File: src/rtl/zmod_pll_ctrl.sv
// Sequencing and supervision controller for a PLLE4_BASE and its BUFGCE-gated clocks.
// Handles PLL reset/power-down, LOCKED qualification, staggered clock enables and lock-loss recovery.
module zmod_pll_ctrl #(
  parameter int NUM_OUT       = 2,
  parameter int RST_CYCLES    = 16,
  parameter int LOCK_TIMEOUT  = 65536,
  parameter int STABLE_CYCLES = 1024,
  parameter int EN_SPACING    = 8,
  parameter int MAX_RETRY     = 3
) (
  input  logic               clk,
  input  logic               rst,
  input  logic               enable,
  input  logic               pll_locked,
  output logic               pll_rst,
  output logic               pll_pwrdwn,
  output logic [NUM_OUT-1:0] clk_en,
  output logic               ready,
  output logic               fault,
  output logic [7:0]         retry_cnt,
  output logic [15:0]        lock_loss_cnt,
  output logic [2:0]         state_dbg
);

  typedef enum logic [2:0] {
    IDLE      = 3'd0,
    RESET     = 3'd1,
    WAIT_LOCK = 3'd2,
    STABLE    = 3'd3,
    ENABLE    = 3'd4,
    RUN       = 3'd5,
    FAULT     = 3'd6
  } state_t;

  localparam logic [31:0]        RST_LAST    = 32'(RST_CYCLES - 1);
  localparam logic [31:0]        TIMEOUT_LAST = 32'(LOCK_TIMEOUT - 1);
  localparam logic [31:0]        STABLE_LAST = 32'(STABLE_CYCLES - 1);
  localparam logic [31:0]        SPACE_LAST  = 32'(EN_SPACING - 1);
  localparam logic [7:0]         RETRY_LIMIT = 8'(MAX_RETRY);
  localparam logic [NUM_OUT-1:0] EN_FIRST    = NUM_OUT'(1);

  state_t               state_q, state_n;
  logic [31:0]          cnt_q, cnt_n;
  logic [NUM_OUT-1:0]   clk_en_n;
  logic [7:0]           retry_n;
  logic [15:0]          loss_n;
  logic                 lock_meta, lock_sync;
  logic                 fail_attempt, lock_lost;

  assign state_dbg = state_q;

  // LOCKED is asynchronous to clk; two flops before anything looks at it.
  always_ff @(posedge clk or posedge rst) begin
    if (rst) begin
      lock_meta <= 1'b0;
      lock_sync <= 1'b0;
    end else begin
      lock_meta <= pll_locked;
      lock_sync <= lock_meta;
    end
  end

  always_comb begin
    state_n      = state_q;
    cnt_n        = cnt_q + 32'd1;
    clk_en_n     = clk_en;
    retry_n      = retry_cnt;
    loss_n       = lock_loss_cnt;
    fail_attempt = 1'b0;
    lock_lost    = 1'b0;

    if (!enable) begin
      state_n = IDLE;
      retry_n = 8'd0;
    end else begin
      case (state_q)
        IDLE:      state_n = RESET;
        RESET:     if (cnt_q == RST_LAST) state_n = WAIT_LOCK;
        WAIT_LOCK: begin
          if (lock_sync)                  state_n = STABLE;
          else if (cnt_q == TIMEOUT_LAST) fail_attempt = 1'b1;
        end
        STABLE: begin
          // A low sample wins over completion of the stable count.
          if (!lock_sync) fail_attempt = 1'b1;
          else if (cnt_q == STABLE_LAST) begin
            state_n  = ENABLE;
            clk_en_n = EN_FIRST;
          end
        end
        ENABLE: begin
          if (!lock_sync)   lock_lost = 1'b1;
          else if (&clk_en) state_n = RUN;
          else if (cnt_q == SPACE_LAST) begin
            clk_en_n = clk_en | (clk_en << 1);
            cnt_n    = 32'd0;
          end
        end
        RUN:     if (!lock_sync) lock_lost = 1'b1;
        FAULT:   state_n = FAULT;
        default: state_n = IDLE;
      endcase

      if (fail_attempt) begin
        retry_n = (retry_cnt == 8'hFF) ? retry_cnt : retry_cnt + 8'd1;
        state_n = ((MAX_RETRY != 0) && (retry_n == RETRY_LIMIT)) ? FAULT : RESET;
      end
      if (lock_lost) begin
        loss_n  = (lock_loss_cnt == 16'hFFFF) ? lock_loss_cnt : lock_loss_cnt + 16'd1;
        state_n = RESET;
      end
      if (state_n == RUN && state_q != RUN) retry_n = 8'd0;
    end

    if (state_n != state_q) cnt_n = 32'd0;
    if (state_n != ENABLE && state_n != RUN) clk_en_n = '0;
  end

  // Outputs are registered from the next state so they are valid on the first cycle of each state.
  always_ff @(posedge clk or posedge rst) begin
    if (rst) begin
      state_q       <= IDLE;
      cnt_q         <= 32'd0;
      clk_en        <= '0;
      retry_cnt     <= 8'd0;
      lock_loss_cnt <= 16'd0;
      pll_rst       <= 1'b1;
      pll_pwrdwn    <= 1'b1;
      ready         <= 1'b0;
      fault         <= 1'b0;
    end else begin
      state_q       <= state_n;
      cnt_q         <= cnt_n;
      clk_en        <= clk_en_n;
      retry_cnt     <= retry_n;
      lock_loss_cnt <= loss_n;
      pll_rst       <= (state_n == IDLE) || (state_n == RESET) || (state_n == FAULT);
      pll_pwrdwn    <= (state_n == IDLE) || (state_n == FAULT);
      ready         <= (state_n == RUN);
      fault         <= (state_n == FAULT);
    end
  end

endmodule

File: config.mk
export PLATFORM = sky130hd
export DESIGN_NAME = zmod_pll_ctrl
export DESIGN_NICKNAME = d
export VERILOG_FILES = /design/src/rtl/zmod_pll_ctrl.sv
export SDC_FILE = /design/constraint.sdc
export NUM_CORES = 1
export LEC_CHECK = 0
export BUFFER_PORTS_ARGS = -buffer_cell sky130_fd_sc_hd__buf_4
export CAP_MARGIN = 20
export CORE_UTILIZATION = 40
export DETAILED_ROUTE_END_ITERATION = 16
export GPL_TIMING_DRIVEN = 0
export PLACE_DENSITY = 0.68
export SLEW_MARGIN = 5
export SYNTH_ARGS = -nofsm -noshare
export SYNTH_HDL_FRONTEND = slang
export SYNTH_SLANG_ARGS = --single-unit
export TNS_END_PERCENT = 20
File: constraint.sdc
create_clock -name clk -period 3.31 [get_ports clk]
set_input_delay 0.1655 -clock clk [delete_from_list [all_inputs] [get_ports clk]]
set_output_delay 0.1655 -clock clk [all_outputs]
set_load 0.005 [all_outputs]
# [Yosys cells after proc, flatten, opt, wreduce, memory -nomap -nowiden]
# Index checks and enable logic that the tools add are counted.
[word_totals] regBits=67 inputBits=4 output_inout_bits=33 elab_cells=93
[classes] n_addsub=3 n_eq_ne=27 muxes=37 bitwise_logic=2 reduce_logical=13
[ops] cell="$mux 32" count=6
[ops] cell="$mux 3" count=11
[ops] cell="$add 32x1->32 const B" count=1
[ops] cell="$eq 32x10->1 const B" count=1
[ops] cell="$eq 32x16->1 const B" count=1
[ops] cell="$eq 32x3->1 const B" count=1
[ops] cell="$eq 32x4->1 const B" count=1
[ops] cell="$mux 8" count=4
[ops] cell="$ne 3x3->1 const B" count=8
[ops] cell="$pmux 3 s7" count=1
[ops] cell="$eq 3x3->1 const B" count=6
[ops] cell="$add 16x1->16 const B" count=1
[ops] cell="$eq 16x16->1 const B" count=1
[ops] cell="$mux 2" count=7
[ops] cell="$add 8x1->8 const B" count=1
[ops] cell="$eq 8x2->1 const B" count=1
[ops] cell="$eq 8x8->1 const B" count=1
[ops] cell="$reduce_and 7->1" count=1
[ops] cell="$eq 3x1->1 const B" count=2
[ops] cell="$eq 3x2->1 const B" count=2
[ops] cell="$logic_not 3->1" count=2
[ops] cell="$mux 1" count=6
[ops] cell="$pmux 2 s2" count=1
[ops] cell="$logic_or 1x1->1" count=3
[ops] cell="11 further kinds" count=12

# [Depth between registers and ports, before layout]
# Gate-level depths: netlist of the first run.
[logic_depth] depth_word=13 mapped_depth=9 depth_no_buf=8

# [Worst setup path after synthesis of the first run]
# No wires, ideal clock.
[synth_timing] kind="flip-flop to flip-flop" from="reg cnt_q[0]" to="reg cnt_q[10]" setup_ps=82 arrival_ps=2515 required_ps=3228 path_slack_ps=713 stages_incl_launch_ff=10 n_path_buf=1 synth_period_minus_slack_ps=2597 path_cell_list="dfrtp_1 ha_1 nand3_2 nor3_4 a31oi_2 or4_4 and4_4 a211o_4 buf_6 nor3_2"
[synth_via] elab_chain_cells=11 word_cells_on_any_way=24 cone_classes="1 x add/sub; 5 x eq/ne; 18 x mux"
[synth_rtl] element="start, declared" line="43" source="logic [31:0] cnt_q, cnt_n;"
[synth_rtl] element="start signal, assigned" line="133" source="cnt_q <= cnt_n;"
[synth_rtl] element="$eq 32x16->1" line="81" source="else if (cnt_q == TIMEOUT_LAST) fail_attempt = 1'b1;"
[synth_rtl] element="$mux 1" line="81"
[synth_rtl] element="$mux 1" line="80" source="if (lock_sync) state_n = STABLE;"
[synth_rtl] element="$pmux 1 s2" line="76" source="case (state_q)"
[synth_rtl] element="$mux 1" line="72" source="if (!enable) begin"
[synth_rtl] element="$mux 3" line="104" source="if (fail_attempt) begin"
[synth_rtl] element="$mux 3" line="108" source="if (lock_lost) begin"
[synth_rtl] element="$mux 3 (2 in series)" line="72"
[synth_rtl] element="$ne 3x3->1" line="115" source="if (state_n != state_q) cnt_n = 32'd0;"
[synth_rtl] element="$mux 32 (*)" line="115"
[synth_rtl] element="via cnt_n[10]" line="43"
# The timed path passes the listed nets; every way through them passes the cells marked *. The select of a mux whose other input is x is not followed.
# A chain may end at the register's enable or synchronous reset.

# [Worst setup path after layout of the first run]
[layout_timing] from="reg cnt_q[26]" to="reg cnt_q[3]"
# Same word-level chain as after synthesis.

==> results.json, run 1 <==
{
  "crit_path_max_fanout": 10,
  "hold_ws_ns": 0.135,
  "p_int_uw": 1290,
  "synth_cell_types": 56,
  "combPwrFrac_pct": 5.1,
  "fmax_ghz": 0.312,
  "synth_ff_type": "dfrtp_1",
  "yosys_warnings": 0,
  "grt_max_degree": 68,
  "root_buffer": "clkbuf_8",
  "clk_latency_ns": 0.36,
  "path_class": "flip-flop to flip-flop",
  "crit_buf_inv": 1,
  "finalMaxSlewViolations": 0,
  "drive_above_1_share_pct": 21.9,
  "ys_seq_area_share_pct": 42.3,
  "grt_pass1_vias": 3158,
  "postSynthAreaPerCell_sq_um": 9.26,
  "cts_max_path_buffers": 2,
  "maxSlewHeadroom_pct": 45.3,
  "r2r_cells": 8,
  "ys_seq_elements": 67,
  "stdcell_area_sq_um": 4660,
  "cp-startpoint": "cnt_q[26]",
  "clkPwrFrac_pct": 45.7,
  "drc": 0,
  "max_stage_delay_ns": 0.58,
  "rr_startpoint": "cnt_q[26]",
  "p_leak_uw": 0.00214,
  "hold_viol": 0,
  "synthArstFlopShare_pct": 100,
  "diodes": 0,
  "whs_path_depth": 2,
  "grt_usage_pct": 18.9,
  "clock_sinks": 67,
  "hpwl_um": 6070,
  "syn_nets": 436,
  "fp.dieW_um": 102,
  "io_buffers": 36,
  "rsz0062_at_grt": "yes",
  "placed_cell_area_sq_um": 4410,
  "area_delta_synth_final_pct": 17.3,
  "overflow": 0,
  "worst-path-stages": 8,
  "synth_area_sq_um": 3970,
  "cts_buffers": 9,
  "ctsHtreeMaxLevel": 3,
  "initial_core_util_pct": 41.0,
  "required_ns": 3.51,
  "antenna_left": 0,
  "r2r-end": "cnt_q[3]",
  "fin_nets": 485,
  "netSwitchingFraction_pct": 24.5,
  "path_cells": "nor4_1 > nand4_1 > nor2_1 > a32oi_1 > a21o_1 > a21oi_1 > clkbuf_1 > nor3_2",
  "layout_common_cells": "65 x dfrtp_1, 58 x nand2_1, 40 x nor2_1",
  "power.switching_uw": 418,
  "setup.worst_path.start_class": "flip-flop",
  "setup_viol": 0,
  "dr.pass1.iters": 6,
  "synth_edf_count": 0,
  "path_clk_slew_ns": 0.09,
  "cp.arrival_ns": 3.40,
  "wl_per_cell_um": 14.4,
  "drt_iter0_drc": 157,
  "hp-start": "enable",
  "globalplace.congestion": 0.852,
  "r2r_slack_ns": 0.11,
  "dieArea_sq_um": 10300,
  "drv_cap": 0,
  "power_uw": 1710,
  "rows": 36,
  "cp-endpoint": "cnt_q[3]",
  "netlist_instances": 429,
  "antenna_found_initial": 0,
  "final_common_cell": "dfrtp_1",
  "slowest_stage": "clkbuf_1",
  "cts_setup_buffers": 0,
  "die_h_um": 102,
  "cts_tree": "yes",
  "vias": 3296,
  "fin_setup_tns_ns": 0,
  "grt_pass1_wl_um": 15200,
  "io_pins": 37,
  "vias_per_cell": 5.35,
  "hold_class": "input pin to flip-flop",
  "worst_pin_slew_ns": 0.821,
  "period_share_pct": 96.7,
  "fp.coreArea_sq_um": 9680,
  "seq_power_share_pct": 49.3,
  "fin_skew_ns": 0.0162,
  "drt-total-wl_um": 8890,
  "power.density_nw_per_um2": 366,
  "fin_crit_ns": 3.20,
  "ir_worst_vdd_v": 0.000211,
  "crit_path_end_kind": "flip-flop",
  "critPathTopFamily": "simple AND/OR/NAND/NOR gates",
  "outcome": "finished clean"
}
[sequential cells by signal (all words and copies together) (netlist names), 2 cells and up]
name and count:
cnt_q 32, lock_loss_cnt 16, retry_cnt 8, state_dbg 3, clk_en 2
[what timing repair did]
action | in CTS | in global routing
endpoints found under the hold margin | 2 | 0
gates resized for setup | 0 | 4
hold buffers | 2 | 0
setup endpoints to repair | 0 | 30
[cell usage after synthesis, drive strengths merged, types with 3 or more instances]
library cell	count	share of area [%]
inv	11	1.0
nand2b	5	0.79
nor3	51	10
xor2	25	5.5
a211oi	3	0.57
clkbuf	11	1.0
o21ai	9	1.1
xnor2	21	4.6
or4	3	0.66
nand2	58	5.5
and4	8	1.8
buf	7	1.4
dfrtp	65	41
nor2	40	3.8
nand4	15	2.5
and3	10	1.6
nor2b	4	0.63
nor4	9	1.4
mux2i	5	1.3
nand3	23	3.0
ha	3	0.94
a21oi	7	0.88
a31oi	6	1.1
and2	4	0.63
[per-stage QoR]
step | cells | setup WS, ns | util, %
6_report | 616 | 0.110 | 48.1
5_1_grt | 616 | -0.127 | 48.1
4_1_cts | 616 | 0.135 | 48.1
3_5_place_dp | 598 | 0.157 | 45.6
3_3_place_gp | 598 | 0.204 | 45.5
2_1_floorplan | 429 | 0.713 | -
[cell families (layout without fill, tap and decap cells)]
logic type                 Yosys count  count (layout)  share of synthesized area (%)
muxes                                6               6                           1.54
and+or+nand+nor                    237             237                           34.3
adders and majority gates            3               3                          0.945
xor gates and xnor gates            46              46                           10.1
DFF                                 67              67                           42.3
AOI/OAI and AO/OA                   41              41                           7.37
buffers and inverters               29              83                           3.43
[worst register-to-register path, cell delays in order, from the launching register on]
cell      delay (ns)
dfrtp_1         0.42
nor4_1          0.44
nand4_1         0.24
nor2_1          0.30
a32oi_1         0.25
a21o_1          0.23
a21oi_1         0.49
clkbuf_1        0.59
nor3_2          0.11
[cell type report]
cell class | count | area (sq um)
clock buffers | 9 | 124
repair buffers | 38 | 290
multi-input cells | 333 | 2160
inverters | 11 | 43.8
well taps | 133 | 166
fillers | 907 | 5020
plain buffers | 18 | 97.6
flip-flops and latches | 67 | 1680
clock inverters | 7 | 103
[power by group through the flow]
| stage | Sequential, uW | Clock [uW] | Combinational, uW |
|---|---|---|---|
| 4_1_cts | 840 | 801 | 88.7 |
| 6_report | 840 | 779 | 86.5 |
| 3_3_place_gp | 855 | 0 | 83.4 |
| 5_1_grt | 841 | 833 | 99.0 |
| 3_5_place_dp | 855 | 0 | 85.7 |
| 2_1_floorplan | 854 | 0 | 62.2 |
[layer usage]
layer	vias up	part of all wire, %	track usage, %
met4	0	1.3	6.35
met1	1585	46	25.0
met3	11	4.2	4.62
met2	81	49	30.2
met5	-	0	0
li1	1619	-	-
[worst min-delay path by stage]
stage                     slack [ns]            to
after detailed placement        0.28     lock_meta
final                           0.13  state_dbg[0]
after global placement          0.28     lock_meta
after floorplan                 0.20     lock_meta
after global routing            0.13  state_dbg[0]
after CTS                       0.13  state_dbg[0]
Power figures use the tool's default switching activity.
==> run 2, diff against run 1 <==
--- a/config.mk
+++ b/config.mk
@@ -10,7 +10,7 @@
 export CORE_UTILIZATION = 40
 export DETAILED_ROUTE_END_ITERATION = 16
 export GPL_TIMING_DRIVEN = 0
-export PLACE_DENSITY = 0.68
+export PLACE_DENSITY = 0.71
 export SLEW_MARGIN = 5
 export SYNTH_ARGS = -nofsm -noshare
 export SYNTH_HDL_FRONTEND = slang
==> constraint.sdc (replaced) <==
create_clock -name clk -period 2.59 [get_ports clk]
set_input_delay 0.1295 -clock clk [delete_from_list [all_inputs] [get_ports clk]]
set_output_delay 0.1295 -clock clk [all_outputs]
set_load 0.005 [all_outputs]
==> results.json, run 2 (synthesized netlist as in run 1, its figures left out) <==
{
  "drv_cap": 0,
  "dieArea_sq_um": 10300,
  "required_ns": 2.85,
  "largest_register": "cnt_q",
  "grt_max_degree": 68,
  "drive_above_1_share_pct": 32.4,
  "path_cells": "buf_4 > nand3_4 > mux2i_1 > a31oi_2 > or4_4 > and4_4 > a211o_4 > buf_6 > nor4b_4",
  "drc": 0,
  "whs_path_depth": 2,
  "vias": 3379,
  "grt_usage_pct": 19.2,
  "clock_sinks": 67,
  "rsz0062_at_grt": "yes",
  "layout_common_cells": "58 x nand2_1, 55 x dfrtp_1, 48 x buf_4",
  "dr.pass1.iters": 4,
  "initial_core_util_pct": 41.0,
  "fin_nets": 499,
  "drt_iter0_drc": 229,
  "overflow": 0,
  "fill_cells": 868,
  "rows": 36,
  "hold_viol": 0,
  "crit_path_max_fanout": 7,
  "placed_cell_area_sq_um": 4430,
  "cts_tree": "yes",
  "setup_viol": 22,
  "worst_pin_slew_ns": 0.841,
  "period_share_pct": 103,
  "grt_pass1_vias": 3258,
  "wl_per_cell_um": 14.8,
  "vias_per_cell": 5.36,
  "drt-total-wl_um": 9350,
  "p_leak_uw": 0.00224,
  "cp.arrival_ns": 2.93,
  "slowest_stage": "or4_4",
  "fp.coreArea_sq_um": 9680,
  "grt_pass1_wl_um": 15300,
  "stdcell_area_sq_um": 5100,
  "antenna_left": 0,
  "reg_top3": "cnt_q: 32 flops, lock_loss_cnt: 16 flops, retry_cnt: 8 flops",
  "largest_reg_flops": 32,
  "io_pins": 37,
  "cts_buffers": 9,
  "outcome": "finished with violations",
  "power.density_nw_per_um2": 404,
  "fin_crit_ns": 2.66,
  "max_stage_delay_ns": 0.57,
  "maxSlewHeadroom_pct": 43.9,
  "violations": "negative setup slack",
  "root_buffer": "clkbuf_8",
  "area_delta_synth_final_pct": 28.4,
  "final_common_cell": "nand2_1",
  "setup.worst_path.start_class": "flip-flop",
  "hold_class": "input pin to flip-flop",
  "worst_slack_ns": -0.0729,
  "path_class": "flip-flop to flip-flop",
  "antenna_found_initial": 0,
  "fin_setup_tns_ns": -0.792,
  "fmax_ghz": 0.376,
  "globalplace.congestion": 0.866,
  "r2r_cells": 9,
  "fp.dieW_um": 102,
  "io_buffers": 36,
  "diodes": 0,
  "fin_skew_ns": 0.0131,
  "ir_worst_vdd_v": 0.000214,
  "hpwl_um": 6060,
  "crit_path_end_kind": "flip-flop",
  "path_clk_slew_ns": 0.08,
  "clk_latency_ns": 0.36,
  "finalMaxSlewViolations": 0,
  "cts_max_path_buffers": 2,
  "die_h_um": 102,
  "ctsHtreeMaxLevel": 3
}
[run 2: changes by cell type in the layout (fill, tap and decap cells not counted), moves of 3 or more]
cell and change:
buf_4 +12, dfrtp_1 -10, dfrtp_2 +10, nor3_4 +6, nor4_1 -6, clkbuf_1 -5
nor3_1 -5, nor4_4 +4, clkbuf_8 +3, inv_6 +3
[run 2: path summary, 6_finish.rpt]
check                        startpoint           end  slack, ns
setup / recovery           retry_cnt[0]      cnt_q[0]      -0.07
max in group asynchronous           rst     cnt_q[25]       1.48
setup reg to reg           retry_cnt[0]      cnt_q[0]      -0.07
hold / removal                   enable  state_dbg[0]        0.1
hold reg to reg               lock_meta     lock_sync       0.36
min in group asynchronous           rst     lock_meta       0.49
[run 2: layout make-up]
type	instances	area [sq um]	area share [%]
buffer	17	165	3.24
clock buffer	9	124	2.43
clock inverter	7	60.1	1.18
inverter	11	43.8	0.859
multi-input combinational	333	2400	47.2
sequential	67	1690	33.2
tap	133	166	3.26
timing repair buffer	53	444	8.71
[run 2: worst max-delay path: cells and delay by family (launching register included)]
| kind | cells | cell delay (ns) |
|---|---|---|
| buf+inv | 2 | 0.31 |
| mux | 1 | 0.27 |
| simple gates | 4 | 1.06 |
| compound gates | 2 | 0.51 |
| flops | 1 | 0.41 |
[run 2: per-stage QoR]
step	utilization [%]	worst slack, ns	power, uW	std cells	hold slack [ns]
5_1_grt	52.7	-0.160	2140	630	0.106
6_report	52.7	-0.0729	2060	630	0.0995
3_5_place_dp	45.8	-0.605	1210	598	0.240
4_1_cts	50.9	-0.0295	2070	628	0.0940
3_3_place_gp	45.7	-0.562	1210	598	0.240
2_1_floorplan	-	0.00211	1180	429	0.161
[run 2: what timing repair did]
item	in CTS	in global routing
cloned	1	1
pin swaps	10	13
gates resized for setup	46	31
hold buffers	2	0
hold endpoints to repair	66	0
setup endpoints to repair	34	39
buffers inserted	11	2
[run 2: where the power goes]
part | leakage [uW] | internal [uW] | total, uW | switching (uW)
Clock | 0.0000908 | 362 | 831 | 469
Combinational | 0.00127 | 66.6 | 154 | 87.1
Sequential | 0.000887 | 1060 | 1080 | 17.6
Total | 0.00224 | 1490 | 2060 | 573
[run 2: metal layers]
| layer | share of wire (%) | vias to the layer above | GRT usage (%) |
|---|---|---|---|
| li1 | - | 1652 | - |
| met1 | 45 | 1652 | 24.4 |
| met2 | 50 | 66 | 31.9 |
| met3 | 4.0 | 9 | 5.52 |
| met4 | 1.0 | 0 | 5.13 |
| met5 | 0 | - | 0 |
